`src/rtl/ex_div_unit_pkg.sv`:
```
// Shared types and constants for the EX-stage radix-2 restoring divider.
package ex_div_unit_pkg;

    typedef enum logic [1:0] {
        DIV_IDLE,
        DIV_CALC,
        DIV_FIX,
        DIV_DONE
    } div_state_t;

    typedef enum logic [2:0] {
        F3_DIV  = 3'b100,
        F3_DIVU = 3'b101,
        F3_REM  = 3'b110,
        F3_REMU = 3'b111
    } mult_funct3_t;

    localparam logic [31:0] DIV_ALL_ONES = 32'hFFFF_FFFF;
    localparam logic [31:0] DIV_INT_MIN  = 32'h8000_0000;

    function automatic logic is_signed_op(input logic [2:0] f3);
        return (f3 == F3_DIV) || (f3 == F3_REM);
    endfunction

endpackage

```
`src/rtl/ex_div_unit_div_step.sv`:
```
// One combinational restoring-division iteration.
module div_step #(
    parameter int WIDTH = 32
) (
    input  logic [WIDTH:0]   rem_in,
    input  logic [WIDTH-1:0] quo_in,
    input  logic [WIDTH-1:0] div_mag,
    output logic [WIDTH:0]   rem_out,
    output logic [WIDTH-1:0] quo_out
);

    logic [WIDTH+1:0] sh;
    logic             ge;

    assign sh = {rem_in, quo_in[WIDTH-1]};
    assign ge = sh >= {2'b00, div_mag};

    always_comb begin
        rem_out = sh[WIDTH:0];
        quo_out = {quo_in[WIDTH-2:0], 1'b0};
        if (ge) begin
            rem_out = sh[WIDTH:0] - {1'b0, div_mag};
            quo_out = {quo_in[WIDTH-2:0], 1'b1};
        end
    end

endmodule

```
`src/rtl/ex_div_unit.sv`:
```
// Multi-cycle RV32M divider: magnitude division followed by a sign-fix step.
module ex_div_unit
    import ex_div_unit_pkg::*;
#(
    parameter int WIDTH = 32
) (
    input  logic             clk,
    input  logic             rst_n,
    input  logic             start,
    input  logic             flush,
    input  logic [2:0]       funct3,
    input  logic [WIDTH-1:0] dividend,
    input  logic [WIDTH-1:0] divisor,
    output logic             busy,
    output logic             done,
    output logic [WIDTH-1:0] quotient,
    output logic [WIDTH-1:0] remainder
);

    localparam int CW = $clog2(WIDTH);
    localparam logic [WIDTH-1:0] ALL_ONES = '1;
    localparam logic [WIDTH-1:0] INT_MIN  = {1'b1, {(WIDTH-1){1'b0}}};

    div_state_t       state_q;
    logic [CW-1:0]    count_q;
    logic [WIDTH:0]   rem_q;
    logic [WIDTH-1:0] quo_q;
    logic [WIDTH-1:0] dmag_q;
    logic             qneg_q;
    logic             rneg_q;
    logic             busy_q;
    logic             done_q;
    logic [WIDTH-1:0] quot_q;
    logic [WIDTH-1:0] remd_q;

    logic [WIDTH:0]   rem_d;
    logic [WIDTH-1:0] quo_d;

    logic             sgn;
    logic             a_neg;
    logic             b_neg;
    logic [WIDTH-1:0] a_mag;
    logic [WIDTH-1:0] b_mag;
    logic             div0;
    logic             ovf;

    div_step #(
        .WIDTH (WIDTH)
    ) u_step (
        .rem_in  (rem_q),
        .quo_in  (quo_q),
        .div_mag (dmag_q),
        .rem_out (rem_d),
        .quo_out (quo_d)
    );

    // Unrecognised funct3 values fall through as unsigned division.
    assign sgn   = is_signed_op(funct3);
    assign a_neg = sgn & dividend[WIDTH-1];
    assign b_neg = sgn & divisor[WIDTH-1];
    assign a_mag = a_neg ? -dividend : dividend;
    assign b_mag = b_neg ? -divisor : divisor;
    assign div0  = (divisor == '0);
    assign ovf   = sgn && (dividend == INT_MIN) && (divisor == ALL_ONES);

    always_ff @(posedge clk) begin
        if (!rst_n) begin
            state_q <= DIV_IDLE;
            count_q <= '0;
            rem_q   <= '0;
            quo_q   <= '0;
            dmag_q  <= '0;
            qneg_q  <= 1'b0;
            rneg_q  <= 1'b0;
            busy_q  <= 1'b0;
            done_q  <= 1'b0;
            quot_q  <= '0;
            remd_q  <= '0;
        end else if (flush) begin
            state_q <= DIV_IDLE;
            busy_q  <= 1'b0;
            done_q  <= 1'b0;
        end else begin
            unique case (state_q)
                DIV_IDLE: begin
                    done_q <= 1'b0;
                    if (start) begin
                        busy_q <= 1'b1;
                        if (div0) begin
                            quot_q  <= ALL_ONES;
                            remd_q  <= dividend;
                            done_q  <= 1'b1;
                            state_q <= DIV_DONE;
                        end else if (ovf) begin
                            quot_q  <= INT_MIN;
                            remd_q  <= '0;
                            done_q  <= 1'b1;
                            state_q <= DIV_DONE;
                        end else begin
                            rem_q   <= '0;
                            quo_q   <= a_mag;
                            dmag_q  <= b_mag;
                            qneg_q  <= a_neg ^ b_neg;
                            rneg_q  <= a_neg;
                            count_q <= '0;
                            state_q <= DIV_CALC;
                        end
                    end
                end
                DIV_CALC: begin
                    rem_q   <= rem_d;
                    quo_q   <= quo_d;
                    count_q <= count_q + 1'b1;
                    if (count_q == CW'(WIDTH-1)) begin
                        state_q <= DIV_FIX;
                    end
                end
                DIV_FIX: begin
                    quot_q  <= qneg_q ? -quo_q : quo_q;
                    remd_q  <= rneg_q ? -rem_q[WIDTH-1:0] : rem_q[WIDTH-1:0];
                    done_q  <= 1'b1;
                    state_q <= DIV_DONE;
                end
                DIV_DONE: begin
                    done_q  <= 1'b0;
                    busy_q  <= 1'b0;
                    state_q <= DIV_IDLE;
                end
                default: begin
                    state_q <= DIV_IDLE;
                end
            endcase
        end
    end

    assign busy      = busy_q;
    assign done      = done_q;
    assign quotient  = quot_q;
    assign remainder = remd_q;

endmodule
```
`config.mk`:
```
export PLATFORM = sky130hd
export DESIGN_NAME = ex_div_unit
export DESIGN_NICKNAME = d
export VERILOG_FILES = /design/src/rtl/ex_div_unit_pkg.sv /design/src/rtl/ex_div_unit_div_step.sv /design/src/rtl/ex_div_unit.sv
export SDC_FILE = /design/constraint.sdc
export NUM_CORES = 1
export LEC_CHECK = 0
export CORE_ASPECT_RATIO = 0.7
export CORE_MARGIN = 5
export CORE_UTILIZATION = 30
export CTS_BUF_LIST = sky130_fd_sc_hd__clkbuf_16
export DETAILED_ROUTE_END_ITERATION = 8
export PLACE_DENSITY = 0.51
export SETUP_SLACK_MARGIN = 0.02
export SYNTH_ARGS = -nofsm -noshare
export SYNTH_HDL_FRONTEND = slang
export SYNTH_SLANG_ARGS = --single-unit
```
`constraint.sdc`:
```
create_clock -name clk -period 4.3 [get_ports clk]
set_input_delay 0.86 -clock clk [delete_from_list [all_inputs] [get_ports clk]]
set_output_delay 0.86 -clock clk [all_outputs]
set_load 0.02 [all_outputs]
```
# Word level (Yosys, flattened, before mapping)
# Cells that the tools add are included.
# classes
add_sub_neg	6
magnitude_cmp	1
n_eq_ne	13
mux	37
bitwise_logic	7
reduce_logical	15
# ops
operator	n
32-bit 2-to-1 mux	13
32-bit case mux with 2 select lines	3
33-bit 2-to-1 mux	4
32-bit negator	4
33-bit case mux with 2 select lines	1
32-bit == test, second input constant	2
34-bit by 32-bit greater-or-equal comparator with 1-bit output	1
33-bit by 32-bit subtractor with 33-bit output	1
32-bit zero test	1
5-bit 2-to-1 mux	3
5-bit case mux with 2 select lines	1
5-bit AND reduction	2
2-bit 2-to-1 mux	4
2-bit != test, second input constant	4
2-bit case mux with 4 select lines	1
3-bit == test, second input constant	2
2-bit nonzero test	3
5-bit by 1-bit adder with 5-bit output, second input constant	1
5-bit == test, second input constant	1
1-bit 2-to-1 mux	5
2-bit == test, second input constant	2
1-bit NOT	4
2-bit AND reduction	2
4-bit AND reduction	1
11 further kinds	13
# word_totals
register_bits	172
input_bits	71
out_inout_bits	66
wordCells	90

# Logic depth before layout (Yosys ltp)
# depth
ltp_word	8
ltp_mapped	13
mapped_depth_nobuf	12

# Hierarchy
# Synthesis repeated with hierarchy kept, for this count alone.
# unflattened
hier_cells	1620
area_unflattened_um2	12708.4
# modules_own_cells
mod	instances	cells_per_inst	area_each_um2	seq_area_each_um2
ex_div_unit	1	1238	10089.7	3443.3
div_step	1	382	2618.8	0.0

# Worst setup path before layout
# OpenSTA, ideal clock, no wires.
# synth_path
kind	flip-flop to flip-flop
startpoint	reg quo_q[31]
endpoint	reg rem_q[31]
setup_time_ns	0.128
arrival_ns	2.843
required_time_ns	4.172
path_slack_ns	1.329
path_stages_with_launch	14
n_path_buf	1
synth_period_minus_slack_ns	2.971
cell_sequence	dfxtp_1 inv_1 ha_1 inv_1 fa_1 a21oi_1 o21ai_1 a221o_1 o21a_1 o211a_2 nor2_4 buf_6 mux2i_1 o211ai_1
# synth_between
elab_chain_cells	3
word_cells_on_any_way	4
cone_classes	add/sub (1); order compare (1); mux (2)
# synth_rtl
element	line	text
from (decl)	ex_div_unit.sv:27	logic [WIDTH-1:0] quo_q;
from (signal assigned)	ex_div_unit.sv:101	quo_q <= a_mag;
from (signal assigned)	ex_div_unit.sv:112	quo_q <= quo_d;
33-bit by 32-bit subtractor with 33-bit output or 34-bit by 32-bit greater-or-equal comparator with 1-bit output (tied branches)	ex_div_unit_div_step.sv:22, ex_div_unit_div_step.sv:16	
33-bit 2-to-1 mux (*)	ex_div_unit_div_step.sv:21	if (ge) begin
33-bit case mux with 2 select lines (*)	ex_div_unit.sv:84	unique case (state_q)
to (signal assigned)	ex_div_unit.sv:111	rem_q <= rem_d;
to (decl)	ex_div_unit.sv:26	logic [WIDTH:0] rem_q;
# Every way passes the cells marked *; elsewhere a longest branch is shown, timed or not.
# A chain may end at the register's enable or synchronous reset.

# Final worst setup path
# layout_path
startpoint	in dividend[1]
endpoint	reg rem_q[29]
# layout_between
elab_chain_cells	5
# layout_rtl
element	line	text
from (decl)	ex_div_unit.sv:12	input logic [WIDTH-1:0] dividend,
32-bit == test	ex_div_unit.sv:64	assign ovf = sgn && (dividend == INT_MIN) && (divisor == ALL_ONES);
1-bit logical AND (2 in series)	ex_div_unit.sv:64	
2-bit != test (no source line)	--	
5-bit AND reduction (no source line)	--	
# No other way between the ends.

==> results.toml <==
[timing]
skew_ns = 0.01243
finalWorstSetupSlack_ns = 0.4942
fmax_mhz = 262.8
hold_slack_ns = 0.4706
finalHoldViolations = 0
tightest_slew_ns = 0.8710
slew_headroom_pct = 41.93
period_minus_slack_ns = 3.806
setup_viol = 0
rsz0062_at_grt = "no"
drv_slew = 0
fin_crit_sh_pct = 88.51
tns_ns = 0

[clock_tree]
path_clk_slew_ns = 0.07
cts_setup_buffers = 0
cts_tree = "done"
clk_latency_ns = 0.46
cts_sinks = 172
cts.htree.levels = 4
root_buffer = "clkbuf_16"
cts_resized = 0
clock_path_buffers = 2
cts_buffers = 17
ctsHoldBuffers = 0

[logic_synthesis]
ys_ff_latch = 172
synth_top_cell_by_area = "dfxtp_1"
yosysTopAreaCellShare_pct = 28.69
postSynthCellCount = 1512
yosysUniqueCellTypes = 73
synth_area_sq_mm = 0.01200
ys_seq_area_share_pct = 28.69
yosys_warnings = 0
synth_ff_type = "dfxtp_1"
synthTopCellsByArea = "dfxtp_1 (29%), xnor2_1 (7.6%), nand2_1 (4.7%)"
synth_enable_flop_cells = 0
syn_area_per_cell_sq_um = 7.938
syn_nets = 1628
async_flop_share_pct = 0

[grt]
antenna_found_initial = 0
grt_pass1_wl_um = 65960
grt_pass1_vias = 10840
grt_usage_pct = 18.78
grt_overflow = 0
grt_max_degree = 68

[finish]
drive_above_1_share_pct = 7.797
antenna_cells = 0
layout.nets = 1722
nFillCells = 4148
area.growth.synth_to_final_pct = 21.05
multi_input_area_sq_mm = 0.007898
fin_util_pct = 36.68
ff_latch_area_sq_mm = 0.003443

[die]
ios = 137
die_x_um = 249.1
die_area_sq_mm = 0.04417
core_area_sq_mm = 0.03961
start_util_pct = 30.30
fp-row-count = 61
chipHeight_um = 177.3

[place]
io_buffers = 135
post-place-ws_ns = 0.1450
dp_hpwl_um = 32150
gp_congestion = 0.9153

[worst_setup_path]
cp-end-kind = "flop"
critical_path.max_stage_delay_ns = 0.65
cp_num_buf_inv = 3
path_delay_family = "compound AO/OA/AOI/OAI gates"
crit_required_ns = 4.62
path_class = "in -> reg"
arrival_ns = 4.13
cp_cell_sequence = "clkdlybuf4s50_1 > inv_1 > ha_1 > and4b_1 > nand3_1 > o2111ai_1 > a21oi_2 > nor2_1 > buf_12 > a221oi_1 > o21ai_0"
cpMaxStageDelayCell = "a21oi_2"
cp-start-kind = "primary input"
path_max_fanout = 30

[power_and_ir_drop]
power_density_mw_per_mm2 = 271.2
p_leak_nw = 5.820
ir_worst_vdd_v = 0.0002875

[detailed_routing]
wire_per_inst_um = 19.56
wl_um = 42080
vias = 11600
dr.pass1.iters = 5
drtIter0Drc = 1132
ant_nets = 0
drc = 0
viasPerCell = 5.392

[status]
status = "complete, no violations"

[run]
max_cap_violations = 0

[worst_hold_path]
hp-class = "reg -> reg"
path summary, 6_finish.rpt:
kind               startpoint         end  slack, ns  cells past startpoint
hold reg to reg    count_q[4]  count_q[4]       0.47                      2
setup reg to reg    dmag_q[0]   rem_q[12]       0.53                     12
hold / removal     count_q[4]  count_q[4]       0.47                      2
setup / recovery  dividend[1]   rem_q[29]       0.49                     11
power by group:
group	internal [mW]	switching, mW	leakage [nW]
Combinational	0.302	0.452	4.16
Sequential	1.63	0.0484	1.39
Clock	0.831	0.672	0.267
registers in the layout, summed over array words and instances, names as in the netlist:
signal,count
state_q,2
rneg_q,1
count_q,5
done,1
rem_q,33
quotient,32
quo_q,32
dmag_q,32
qneg_q,1
remainder,32
busy,1
synthesized netlist by cell type, types with 29 or more instances:
cell type,n
nand2_1,149
a211oi_1,39
xor2_1,39
inv_1,59
a22oi_1,58
xnor2_1,104
nand3_1,34
ha_1,44
o31ai_1,29
o211a_1,41
o21ai_0,90
dfxtp_1,172
a21oi_1,107
nor2_1,129
clkbuf_1,70
placed cells by master (no fill, tap or decap), types with 23 or more instances in the layout:
cell	synthesis	final
dfxtp_1	172	172
nor2_1	129	129
a22oi_1	58	58
buf_4	7	36
nor3_1	24	23
xnor2_1	104	104
a21oi_1	107	106
o211a_1	41	41
xor2_1	39	39
mux2i_1	26	26
ha_1	44	43
nand3_1	34	34
nand2_1	149	149
clkdlybuf4s50_1	0	134
o21ai_0	90	90
inv_1	59	61
nand4_1	24	24
a211oi_1	39	39
o31ai_1	29	29
worst min-delay path: stages, from the launching register on:
cell and delay (ns):
dfxtp_1 0.32, nand2_1 0.06, a21oi_1 0.05
routing by layer:
metal  part of all wire [%]  global-route usage [%]
met5                      0                       0
met3                    6.5                   4.263
met4                    1.5                   3.999
met2                     38                   24.87
met1                     54                   30.21
layout make-up:
| cell class | instances | share of cell area (%) |
|---|---|---|
| multi-input combinational | 1177 | 54.36 |
| sequential | 172 | 23.70 |
| timing repair buffer | 178 | 12.09 |
| tap | 535 | 4.608 |
| clock buffer | 17 | 2.928 |
| inverter | 60 | 1.550 |
| clock inverter | 12 | 0.7579 |
stage by stage:
stage | cell area [sq um] | total power, mW | instances
finish | 14530 | 3.940 | 2151
global route | 14530 | 4.127 | 2151
CTS | 14530 | 3.976 | 2151
detailed placement | 13990 | 2.459 | 2122
global placement | 13990 | 2.451 | 2122
floorplan | 12000 | 2.178 | 1512
kinds of logic after synthesis:
logic type                 count (synthesis)  synth area share, %
DFF                                      172                28.69
buffers and inverters                    163                5.692
and+or+nand+nor                          466                18.97
xor gates and xnor gates                 143                10.44
adders and majority gates                 45                4.754
AOI/OAI and AO/OA                        493                28.91
muxes                                     30                2.544
Note: power is estimated with default switching activity, not from simulation.
